### src/rtl/prbs_pkg.sv
// prbs_pkg: PRBS polynomial selection and checker state types shared by the generator and checker
package prbs_pkg;
  typedef enum logic [1:0] {PRBS7, PRBS15, PRBS23, PRBS31} prbs_mode_e;
  typedef enum logic [1:0] {HUNT, VERIFY, LOCKED} chk_state_e;
  localparam int PRBS_HIST_W = 31;
  function automatic logic [9:0] prbs_taps(input prbs_mode_e mode);
    return mode == PRBS7  ? {5'd7, 5'd6} :
           mode == PRBS15 ? {5'd15, 5'd14} :
           mode == PRBS23 ? {5'd23, 5'd18} : {5'd31, 5'd28};
  endfunction
endpackage

### src/rtl/prbs_wide_predict.sv
// prbs_wide_predict: expected next DATA_WIDTH bits (MSB first) and the history after them
import prbs_pkg::*;
module prbs_wide_predict #(
  parameter int DATA_WIDTH = 32
) (
  input  logic [PRBS_HIST_W-1:0] history,
  input  logic [1:0]             mode,
  output logic [DATA_WIDTH-1:0]  expected,
  output logic [PRBS_HIST_W-1:0] next_history
);
  logic [4:0] n, m;
  always_comb begin
    logic [PRBS_HIST_W-1:0] h;
    logic b;
    {n, m} = prbs_taps(prbs_mode_e'(mode));
    h = history;
    b = 1'b0;
    expected = '0;
    for (int i = DATA_WIDTH - 1; i >= 0; i--) begin
      b = h[n - 5'd1] ^ h[m - 5'd1];
      expected[i] = b;
      h = {h[PRBS_HIST_W-2:0], b};
    end
    next_history = h;
  end
endmodule

### src/rtl/prbs_wide_check.sv
// prbs_wide_check: self-synchronising parallel PRBS checker with lock tracking and saturating BER counters
import prbs_pkg::*;
module prbs_wide_check #(
  parameter int DATA_WIDTH = 32,
  parameter int LOCK_COUNT = 4,
  parameter int LOSS_COUNT = 4,
  parameter int LOSS_BITS  = DATA_WIDTH / 4,
  parameter int ERR_W      = 32,
  parameter int BIT_W      = 48
) (
  input  logic                            clk,
  input  logic                            reset,
  input  logic [1:0]                      mode,
  input  logic                            data_valid,
  input  logic [DATA_WIDTH-1:0]           data,
  input  logic                            clear,
  output logic                            locked,
  output logic                            word_err_valid,
  output logic [$clog2(DATA_WIDTH+1)-1:0] word_err,
  output logic [ERR_W-1:0]                err_count,
  output logic [BIT_W-1:0]                bit_count,
  output logic                            err_sat
);
  localparam int WE  = $clog2(DATA_WIDTH + 1);
  localparam int GCW = $clog2(LOCK_COUNT + 1);
  localparam int BCW = $clog2(LOSS_COUNT + 1);
  localparam int SW  = (ERR_W > WE ? ERR_W : WE) + 1;
  chk_state_e state, state_d;
  logic [1:0] mode_q;
  logic [PRBS_HIST_W-1:0] hist, hist_d, hist_nx;
  logic [DATA_WIDTH-1:0] expected;
  logic [GCW-1:0] good, good_d;
  logic [BCW-1:0] bad, bad_d;
  logic [WE-1:0] pop;
  logic mode_chg, hit, count;
  logic [SW-1:0] err_sum;
  logic [BIT_W:0] bit_sum;
  logic [ERR_W-1:0] err_n;
  logic [BIT_W-1:0] bit_n;
  prbs_wide_predict #(.DATA_WIDTH(DATA_WIDTH)) u_pred (
    .history(hist), .mode(mode), .expected(expected), .next_history(hist_nx)
  );
  always_comb begin
    pop = '0;
    for (int i = 0; i < DATA_WIDTH; i++) pop += WE'(data[i] ^ expected[i]);
  end
  assign mode_chg = mode != mode_q;
  assign hit      = data == expected;
  assign count    = data_valid && !mode_chg && state == LOCKED;
  assign locked   = state == LOCKED;
  // A mode change forces a re-hunt; a word arriving with it seeds under the new polynomial
  always_comb begin
    state_d = state;
    hist_d  = hist;
    good_d  = good;
    bad_d   = bad;
    if (mode_chg) begin
      state_d = HUNT;
      good_d  = '0;
      bad_d   = '0;
    end
    if (data_valid) begin
      if (mode_chg || state == HUNT) begin
        state_d = VERIFY;
        hist_d  = data[PRBS_HIST_W-1:0];
        good_d  = '0;
      end else if (state == VERIFY) begin
        hist_d = hit ? hist_nx : data[PRBS_HIST_W-1:0];
        good_d = hit ? good + 1'b1 : '0;
        if (good_d == GCW'(LOCK_COUNT)) begin
          state_d = LOCKED;
          bad_d   = '0;
        end
      end else begin
        hist_d = hist_nx;
        bad_d  = pop > WE'(LOSS_BITS) ? bad + 1'b1 : '0;
        if (bad_d == BCW'(LOSS_COUNT)) state_d = HUNT;
      end
    end
  end
  // Counters clamp at all-ones once any carry leaves their width
  assign err_sum = SW'(err_count) + SW'(pop);
  assign bit_sum = {1'b0, bit_count} + (BIT_W + 1)'(DATA_WIDTH);
  assign err_n   = !count ? err_count : |err_sum[SW-1:ERR_W] ? '1 : err_sum[ERR_W-1:0];
  assign bit_n   = !count ? bit_count : bit_sum[BIT_W] ? '1 : bit_sum[BIT_W-1:0];
  always_ff @(posedge clk or negedge reset)
    if (!reset) begin
      state          <= HUNT;
      mode_q         <= '0;
      hist           <= '0;
      good           <= '0;
      bad            <= '0;
      word_err_valid <= 1'b0;
      word_err       <= '0;
      err_count      <= '0;
      bit_count      <= '0;
      err_sat        <= 1'b0;
    end else begin
      state          <= state_d;
      mode_q         <= mode;
      hist           <= hist_d;
      good           <= good_d;
      bad            <= bad_d;
      word_err_valid <= count;
      word_err       <= count ? pop : '0;
      err_count      <= clear ? '0 : err_n;
      bit_count      <= clear ? '0 : bit_n;
      err_sat        <= !clear && (err_sat || &err_n || &bit_n);
    end
endmodule

### config.mk
export PLATFORM = sky130hd
export DESIGN_NAME = prbs_wide_check
export DESIGN_NICKNAME = d
export VERILOG_FILES = /design/src/rtl/prbs_pkg.sv /design/src/rtl/prbs_wide_predict.sv /design/src/rtl/prbs_wide_check.sv
export SDC_FILE = /design/constraint.sdc
export NUM_CORES = 1
export LEC_CHECK = 0
export CAP_MARGIN = 20
export CORE_ASPECT_RATIO = 1.4
export CORE_MARGIN = 4
export CORE_UTILIZATION = 23
export DETAILED_ROUTE_END_ITERATION = 6
export GPL_ROUTABILITY_DRIVEN = 1
export GPL_TIMING_DRIVEN = 0
export PLACE_DENSITY = 0.45
export SLEW_MARGIN = 15
export SYNTH_ARGS = -nofsm -noshare
export SYNTH_HDL_FRONTEND = slang
export SYNTH_SLANG_ARGS = --single-unit
### constraint.sdc
create_clock -name clk -period 18.47 [get_ports clk]
set_clock_uncertainty 0.05 [all_clocks]
set_input_delay 3.694 -clock clk [delete_from_list [all_inputs] [get_ports clk]]
set_output_delay 3.694 -clock clk [all_outputs]
set_load 0.02 [all_outputs]
After elaboration in Yosys (flattened, before gate mapping):

Cells that the tools add are included.

* bits of input ports: 38
* word-level logic and storage cells: 292
* register bits: 129
* output and inout port bits: 89

* bitwise logic cells: 64
* muxes and demuxes: 158
* eq/ne operators: 8
* reduce and logical (&&, ||, !) cells: 12
* $add $sub $neg: 37
* $lt $le $gt $ge: 3

Operators by type and width (number)
* 1-bit binary-select mux with 5-bit select: 64
* 6-bit by 1-bit adder with 6-bit output: 26
* 48-bit two-way mux: 3
* 32-bit two-way mux: 3
* 31-bit two-way mux: 3
* 1-bit two-way mux: 64
* 1-bit bitwise XOR: 64
* 48-bit by 6-bit adder with 49-bit output, second input constant: 1
* 48-bit AND reduction: 1
* 32-bit by 6-bit adder with 33-bit output: 1
* 3-bit two-way mux: 11
* 32-bit equality test: 1
* 32-bit AND reduction: 1
* 10-bit two-way mux: 2
* 5-bit by 6-bit < comparator with 1-bit output, second input constant: 2
* 2-bit two-way mux: 6
* 5-bit by 1-bit subtractor with 5-bit output, second input constant: 2
* 9-bit two-way mux: 1
* 3-bit by 1-bit adder with 3-bit output, second input constant: 2
* 5-bit by 1-bit adder with 6-bit output: 1
* 3-bit equality test, second input constant: 2
* 6-bit by 4-bit greater-than comparator with 1-bit output, second input constant: 1
* 6-bit two-way mux: 1
* 4-bit by 1-bit adder with 5-bit output: 1
* other kinds (10): 18

Depth between registers and ports, before layout:

Gate-level depths: netlist (run 1).

* word-level depth: 140
* mapped depth: 42
* mapped depth without buffers: 36

Hierarchy:

A second synthesis (run 1) with hierarchy kept.

* cells, all modules: 1293
* area, all modules: 11252.0 µm²

By module, submodules not included
* prbs_wide_check: instances 1, sequential area each 3228.1 µm², area an instance 8459.4 µm², cells each 928
* prbs_wide_predict: instances 1, sequential area each 0.0 µm², area an instance 2792.7 µm², cells each 365

Worst setup path after synthesis (run 1):

Ideal clock, no wire load.

* path kind: input-to-reg
* start: input port mode[0]
* end: register err_sat
* stages: 38
* library setup time: 0.083 ns
* setup slack: 5.307 ns
* arrival: 13.030 ns
* data required time: 18.337 ns
* path through: buf_4 -> buf_2 -> mux4_2 -> xnor2_1 -> or2_2 -> o21ai_0 -> a211oi_1 -> or3_1 -> and2_0 -> inv_1 -> mux4_2 -> xor2_1 -> xor2_1 -> fa_1 -> fa_1 -> inv_1 -> fa_1 -> fa_1 -> (+2 left out) -> inv_1 -> ha_1 -> a21o_1 -> a21oi_1 -> xnor2_1 -> ha_1 -> inv_1 -> o21bai_1 -> a21oi_1 -> o21bai_1 -> nand3_1 -> nor2_1 -> and3_1 -> clkbuf_1 -> nand2_1 -> a2111oi_0 -> nand2_1 -> o21ai_0

* cells in the longest elaborated chain, start to end: 140
* elaborated cells on any way between the ends: 244
* classes of those cells: add/sub: 34; eq/ne: 3; mux: 134; bitwise: 64; reduce/logical: 9

RTL lines
* start, declared: RTL line prbs_wide_check.sv:13 `input logic [1:0] mode,`
* 2-bit equality test: RTL line prbs_pkg.sv:9 `mode == PRBS23 ? {5'd23, 5'd18} : {5'd31, 5'd28};`
* 9-bit two-way mux: RTL line prbs_pkg.sv:9
* 10-bit two-way mux: RTL line prbs_pkg.sv:8 `mode == PRBS15 ? {5'd15, 5'd14} :`
* 10-bit two-way mux: RTL line prbs_pkg.sv:7 `return mode == PRBS7 ? {5'd7, 5'd6} :`
* 5-bit by 1-bit subtractor with 5-bit output: RTL line prbs_wide_predict.sv:20 `b = h[n - 5'd1] ^ h[m - 5'd1];`
* 1-bit binary-select mux with 5-bit select: RTL line prbs_wide_predict.sv:20
* 1-bit two-way mux (not written as such): RTL line prbs_wide_predict.sv:20
* 1-bit bitwise XOR: RTL line prbs_wide_predict.sv:20
* (+98 left out)
* 5-bit by 1-bit adder with 6-bit output: RTL line prbs_wide_check.sv:45 `for (int i = 0; i < DATA_WIDTH; i++) pop += WE'(data[i] ^ expected[i]);`
* 6-bit by 1-bit adder with 6-bit output (26 in series): RTL line prbs_wide_check.sv:45
* 32-bit by 6-bit adder with 33-bit output: RTL line prbs_wide_check.sv:82 `assign err_sum = SW'(err_count) + SW'(pop);`
* 32-bit two-way mux (2 in series): RTL line prbs_wide_check.sv:84 `assign err_n = !count ? err_count : |err_sum[SW-1:ERR_W] ? '1 : err_sum[ERR_W-1:0];`
* 32-bit AND reduction: RTL line prbs_wide_check.sv:108 `err_sat <= !clear && (err_sat || &err_n || &bit_n);`
* 1-bit logical OR: RTL line prbs_wide_check.sv:108
* 1-bit logical OR *: RTL line prbs_wide_check.sv:108
* 1-bit logical AND *: RTL line prbs_wide_check.sv:108
* end signal, assigned: RTL line prbs_wide_check.sv:108
* end, declared: RTL line prbs_wide_check.sv:22 `output logic err_sat`

Mark *: on every way between the ends. The rest lies on a longest branch, timed or not. The select of a mux whose other input is x is not followed.
A chain may end at the register's enable or synchronous reset.

Worst setup path after layout (run 1):

Same ends and word-level chain as after synthesis.

==> flow_metrics.tcl, run 1 <==
set metrics [dict create \
    arrival_ps 16400 \
    synth-seq-cells 129 \
    post_cts_buffers 0 \
    cts_tree "yes" \
    clock-root-buffer "clkbuf_16" \
    grt_pass1_wl_um 77900 \
    final_core_util_pct 28.6 \
    synth_cell_types 88 \
    reg2reg_depth 37 \
    routedWlPerCell_um 24.2 \
    rsz0062_at_grt "false" \
    yosysWarnings 0 \
    gp_congestion 1.03 \
    required_ps 18780 \
    hold_path.class "register to register" \
    drive_gt1_share_pct 7.75 \
    place_area_um2 13800 \
    seq_area_frac_synth_pct 27.7 \
    path_common_cell "fa_1" \
    fmaxAchievable_mhz 62.1 \
    antenna_found_initial 0 \
    clk_latency_ps 440 \
    clock_path_buffers 2 \
    diodes 0 \
    coreArea_um2 50100 \
    numCtsBuffers 17 \
    clk_pin_slew_ps 60 \
    fin_crit_sh_pct 87.2 \
    synth-main-ff-cell "dfrtp_1" \
    drc_errors 0 \
    htree_levels 4 \
    finalSetupViolCount 0 \
    cts_resized 0 \
    cp-start-kind "primary input" \
    hold_violations 0 \
    cpMaxStageDelayCell "xnor2_1" \
    die_area_um2 54400 \
    die_h_um 274 \
    slew_viol_final 0 \
    drtIter0Drc 760 \
    ant_nets 0 \
    vias 11500 \
    row_count 97 \
    grt-ovfl-total 0 \
    worst_slew_pin_slew_ps 1170 \
    yosysMostFrequentCell "nand2_1" \
    yosysTopAreaCellShare_pct 27.7 \
    synth_area_leaders "dfrtp_1, xor2_1, xnor2_1" \
    hold_depth 1 \
    path_class "primary input to register" \
    cts.sinks 129 \
    syn_inst 1364 \
    whs_ps 446 \
    nNetsFinal 1590 \
    cp-end-kind "register" \
    grt_pass1_vias 11700 \
    synth_edf_count 0 \
    timing.slew.headroom_pct 21.5 \
    drv_cap 0 \
    path_buf_inv 8 \
    synth_commonest_cells "nand2_1, dfrtp_1, a21oi_1, xor2_1" \
    cpLargestDelayFamily "adder cells" \
    setup_tns_ps 0 \
    initial_core_util_pct 23.3 \
    wl_um 52500 \
    ios 127 \
    grt_util_all_layers_pct 19.2 \
    synth_fp_nets 1444 \
    holdBufCountCts 0 \
    crit_cells 39 \
    path_max_fanout 10 \
    post-route-min-period_ps 16100 \
    dp_hpwl_um 41400 \
    status "finished, final reports clean" \
    area_growth_syn_to_layout_pct 23.1 \
    first_pass_iters 7 \
    routed_via_density 5.31 \
    syn_area_um2 11700 \
    stdcell_area_um2 14300 \
    critPathMaxStageDelay_ps 940 \
    grt_max_degree 66 \
    syn_avg_cell_area_um2 8.54 \
    async_flop_share_pct 100 \
    synth_top_area_cell "dfrtp_1" \
    fp.dieW_um 198 \
    numPortBuffers 125 \
]
state kept, by name (all words and copies together) (netlist names):
register	cells
word_err	6
bit_count	48
err_sat	1
hist	31
bad	3
word_err_valid	1
good	3
err_count	32
mode_q	2
state	2
layout make-up:
| cell class | instances | area [um2] |
|---|---|---|
| Buffer | 97 | 452 |
| Fill cell | 5426 | 35800 |
| Inverter | 62 | 233 |
| Timing Repair Buffer | 127 | 1290 |
| Clock buffer | 20 | 457 |
| Multi-Input combinational cell | 1076 | 7750 |
| Tap cell | 643 | 805 |
| Clock inverter | 12 | 134 |
| Sequential cell | 129 | 3230 |
per-stage QoR:
step                std cells  setup WS (ps)
global placement         2132           1980
CTS                      2166           2360
detailed placement       2134           1960
finish                   2166           2370
global route             2166           1640
floorplan                1364           5310
layer usage:
metal	wire length, um	part of all wire, %	GRT usage [%]
met5	0	0	0
met4	3510	6.7	11.2
met3	3000	5.7	4.13
met2	25900	49	32.9
met1	20100	38	21.8
logic make-up after synthesis:
logic type / synth area share [%]
fa+ha+maj: 6.12
simple gates: 21.2
xor+xnor: 13.6
compound gates: 19.4
mux: 6.11
buf+inv: 5.87
flops: 27.7
layout by cell type, fill, tap and decap left out, types with 27 or more instances in the layout:
cell             Yosys  layout
nand2_1            132     132
dfrtp_1            129     129
clkdlybuf4s50_1      0     124
a21oi_1            117     117
xor2_1              77      77
xnor2_1             74      74
nor2_1              74      74
clkbuf_1            61      62
inv_1               62      62
o21ai_0             56      56
nand3_1             55      55
nor3_1              40      40
o211ai_1            30      30
nand4_1             27      27
worst paths after layout:
kind | slack [ps] | to | start
min reg2reg | 450 | bad[0]$_DFF_PN0_ | bad[0]$_DFF_PN0_
min in group asynchronous | 3160 | bit_count[33]$_DFF_PN0_ | reset
max reg2reg | 5690 | err_sat$_DFF_PN0_ | hist[9]$_DFFE_PN0P_
max in group asynchronous | 14420 | hist[30]$_DFFE_PN0P_ | reset
min | 450 | bad[0]$_DFF_PN0_ | bad[0]$_DFF_PN0_
max | 2370 | err_sat$_DFF_PN0_ | mode[0]
worst reg2reg max path: cells and delay by family, from the launching register on:
| family | cells | cell delay [ps] |
|---|---|---|
| buffers and inverters | 6 | 1060 |
| multiplexers | 2 | 1100 |
| adder cells (fa/ha/maj) | 8 | 3590 |
| AND/OR/NAND/NOR | 8 | 2100 |
| XOR/XNOR | 4 | 1640 |
| AO/OA/AOI/OAI | 9 | 2690 |
| flip-flops | 1 | 450 |
Power of run 1 is not shown: default switching activity piles up to over one toggle a cycle in this logic, so the estimate is an artifact.
==> inputs of run 2 (changes only) <==
Settings changed: CTS_CLUSTER_DIAMETER set to 60.
==> results of run 2 <==
Same layout as run 1: the final DEF is identical, and so are final timing and power.
Power of run 2 is left out for the same reason.
==> inputs of run 3 (changes only) <==
Settings changed: CAP_MARGIN 20 to 40.
==> flow_metrics.tcl, run 3 (synthesis results as in run 1) <==
set metrics [dict create \
    worst_slew_pin_slew_ps 968 \
    m1WireLength_um 20200 \
    coreArea_um2 50100 \
    initial_core_util_pct 23.3 \
    largest_reg_flops 48 \
    cts_resized 0 \
    setup_tns_ps 0 \
    numPortBuffers 125 \
    rsz0062_at_grt "false" \
    path_class "primary input to register" \
    antenna_found_initial 0 \
    clk_latency_ps 450 \
    status "finished, final reports clean" \
    clk_pin_slew_ps 60 \
    route.met2.wl_um 25700 \
    row_count 97 \
    arrival_ps 16130 \
    clock_path_buffers 2 \
    largest-register "bit_count" \
    critPathMaxStageDelay_ps 780 \
    vias 11500 \
    hold_path.class "register to register" \
    multi_input_area_um2 7750 \
    grt_max_degree 66 \
    register_area_um2 3230 \
    timing.slew.headroom_pct 35.1 \
    first_pass_iters 7 \
    wl_met3_um 3100 \
    diodes 0 \
    grt_pass1_vias 11800 \
    cts_tree "yes" \
    grt-ovfl-total 0 \
    drc_errors 0 \
    path_common_cell "fa_1" \
    drive_gt1_share_pct 7.80 \
    wl_um 52700 \
    fp.dieW_um 198 \
    htree_levels 4 \
    fmaxAchievable_mhz 63.2 \
    drtIter0Drc 722 \
    numCtsBuffers 17 \
    place_ws_ps 2200 \
    cpMaxStageDelayCell "a211oi_1" \
    final_cell_mix "nand2_1, dfrtp_1, clkdlybuf4s50_1, a21oi_1, xor2_1" \
    post-route-min-period_ps 15820 \
    cts.sinks 129 \
    dp_hpwl_um 41400 \
    largestRegisters "bit_count: 48 flops, err_count: 32 flops, hist: 31 flops" \
    ios 127 \
    grt_pass1_wl_um 78100 \
    fin_crit_sh_pct 85.6 \
    finalSetupViolCount 0 \
    grt_util_all_layers_pct 19.2 \
    fillers 5371 \
    cp-end-kind "register" \
    setup_slack_ps 2650 \
    die_h_um 274 \
    hold_violations 0 \
    routed_via_density 5.30 \
    path_max_fanout 10 \
    nNetsFinal 1592 \
    gp_congestion 1.03 \
    final_common_cell "nand2_1" \
    ant_nets 0 \
    slew_viol_final 0 \
    holdBufCountCts 0 \
    post_cts_buffers 0 \
    clock-root-buffer "clkbuf_16" \
    highest-signal-layer "met4" \
    cp-start-kind "primary input" \
    area_growth_syn_to_layout_pct 23.3 \
    die_area_um2 54400 \
    required_ps 18780 \
    routedWlPerCell_um 24.3 \
    drv_cap 0 \
]
run 3: final timing paths:
| path | from | endpoint | slack, ps | depth (start not counted) |
|---|---|---|---|---|
| hold reg to reg | bad[0]$_DFF_PN0_ | bad[0]$_DFF_PN0_ | 450 | 1 |
| max in group asynchronous | reset | hist[25]$_DFFE_PN0P_ | 14430 | 2 |
| hold / removal | bad[0]$_DFF_PN0_ | bad[0]$_DFF_PN0_ | 450 | 1 |
| setup / recovery | mode[1] | err_sat$_DFF_PN0_ | 2650 | 38 |
| min in group asynchronous | reset | bit_count[33]$_DFF_PN0_ | 3160 | 1 |
| setup reg to reg | hist[10]$_DFFE_PN0P_ | err_sat$_DFF_PN0_ | 5990 | 37 |
run 3: critical path, delay by kind of cell:
family	cells	cell delay, ps
fa+ha+maj	8	3590
compound gates	8	2600
simple gates	8	2130
xor+xnor	5	1540
buf+inv	7	1460
mux	2	1080
run 3: metal layers:
metal / track usage (%) / vias to the layer above
li1: - / 5227
met1: 21.8 / 5658
met2: 32.4 / 476
met3: 4.31 / 137
met4: 11.8 / 0
met5: 0 / -
run 3: area by class of cell:
| class | count | area share, % |
|---|---|---|
| Inverter | 62 | 1.62 |
| Clock inverter | 12 | 1.11 |
| Sequential cell | 129 | 22.5 |
| Buffer | 97 | 3.14 |
| Clock buffer | 20 | 3.11 |
| Timing Repair Buffer | 129 | 9.06 |
| Multi-Input combinational cell | 1076 | 53.9 |
| Tap cell | 643 | 5.60 |
run 3: per-stage QoR:
stage                     instances  hold slack [ps]  instance area (um2)  utilization, %
after global routing           2168              482                14400            28.7
after CTS                      2168              444                14400            28.7
final                          2168              448                14400            28.7
after global placement         2132              437                13700            27.4
after floorplan                1364              405                11700               -
after detailed placement       2136              438                13800            27.5
Power of run 3 is left out for the same reason.
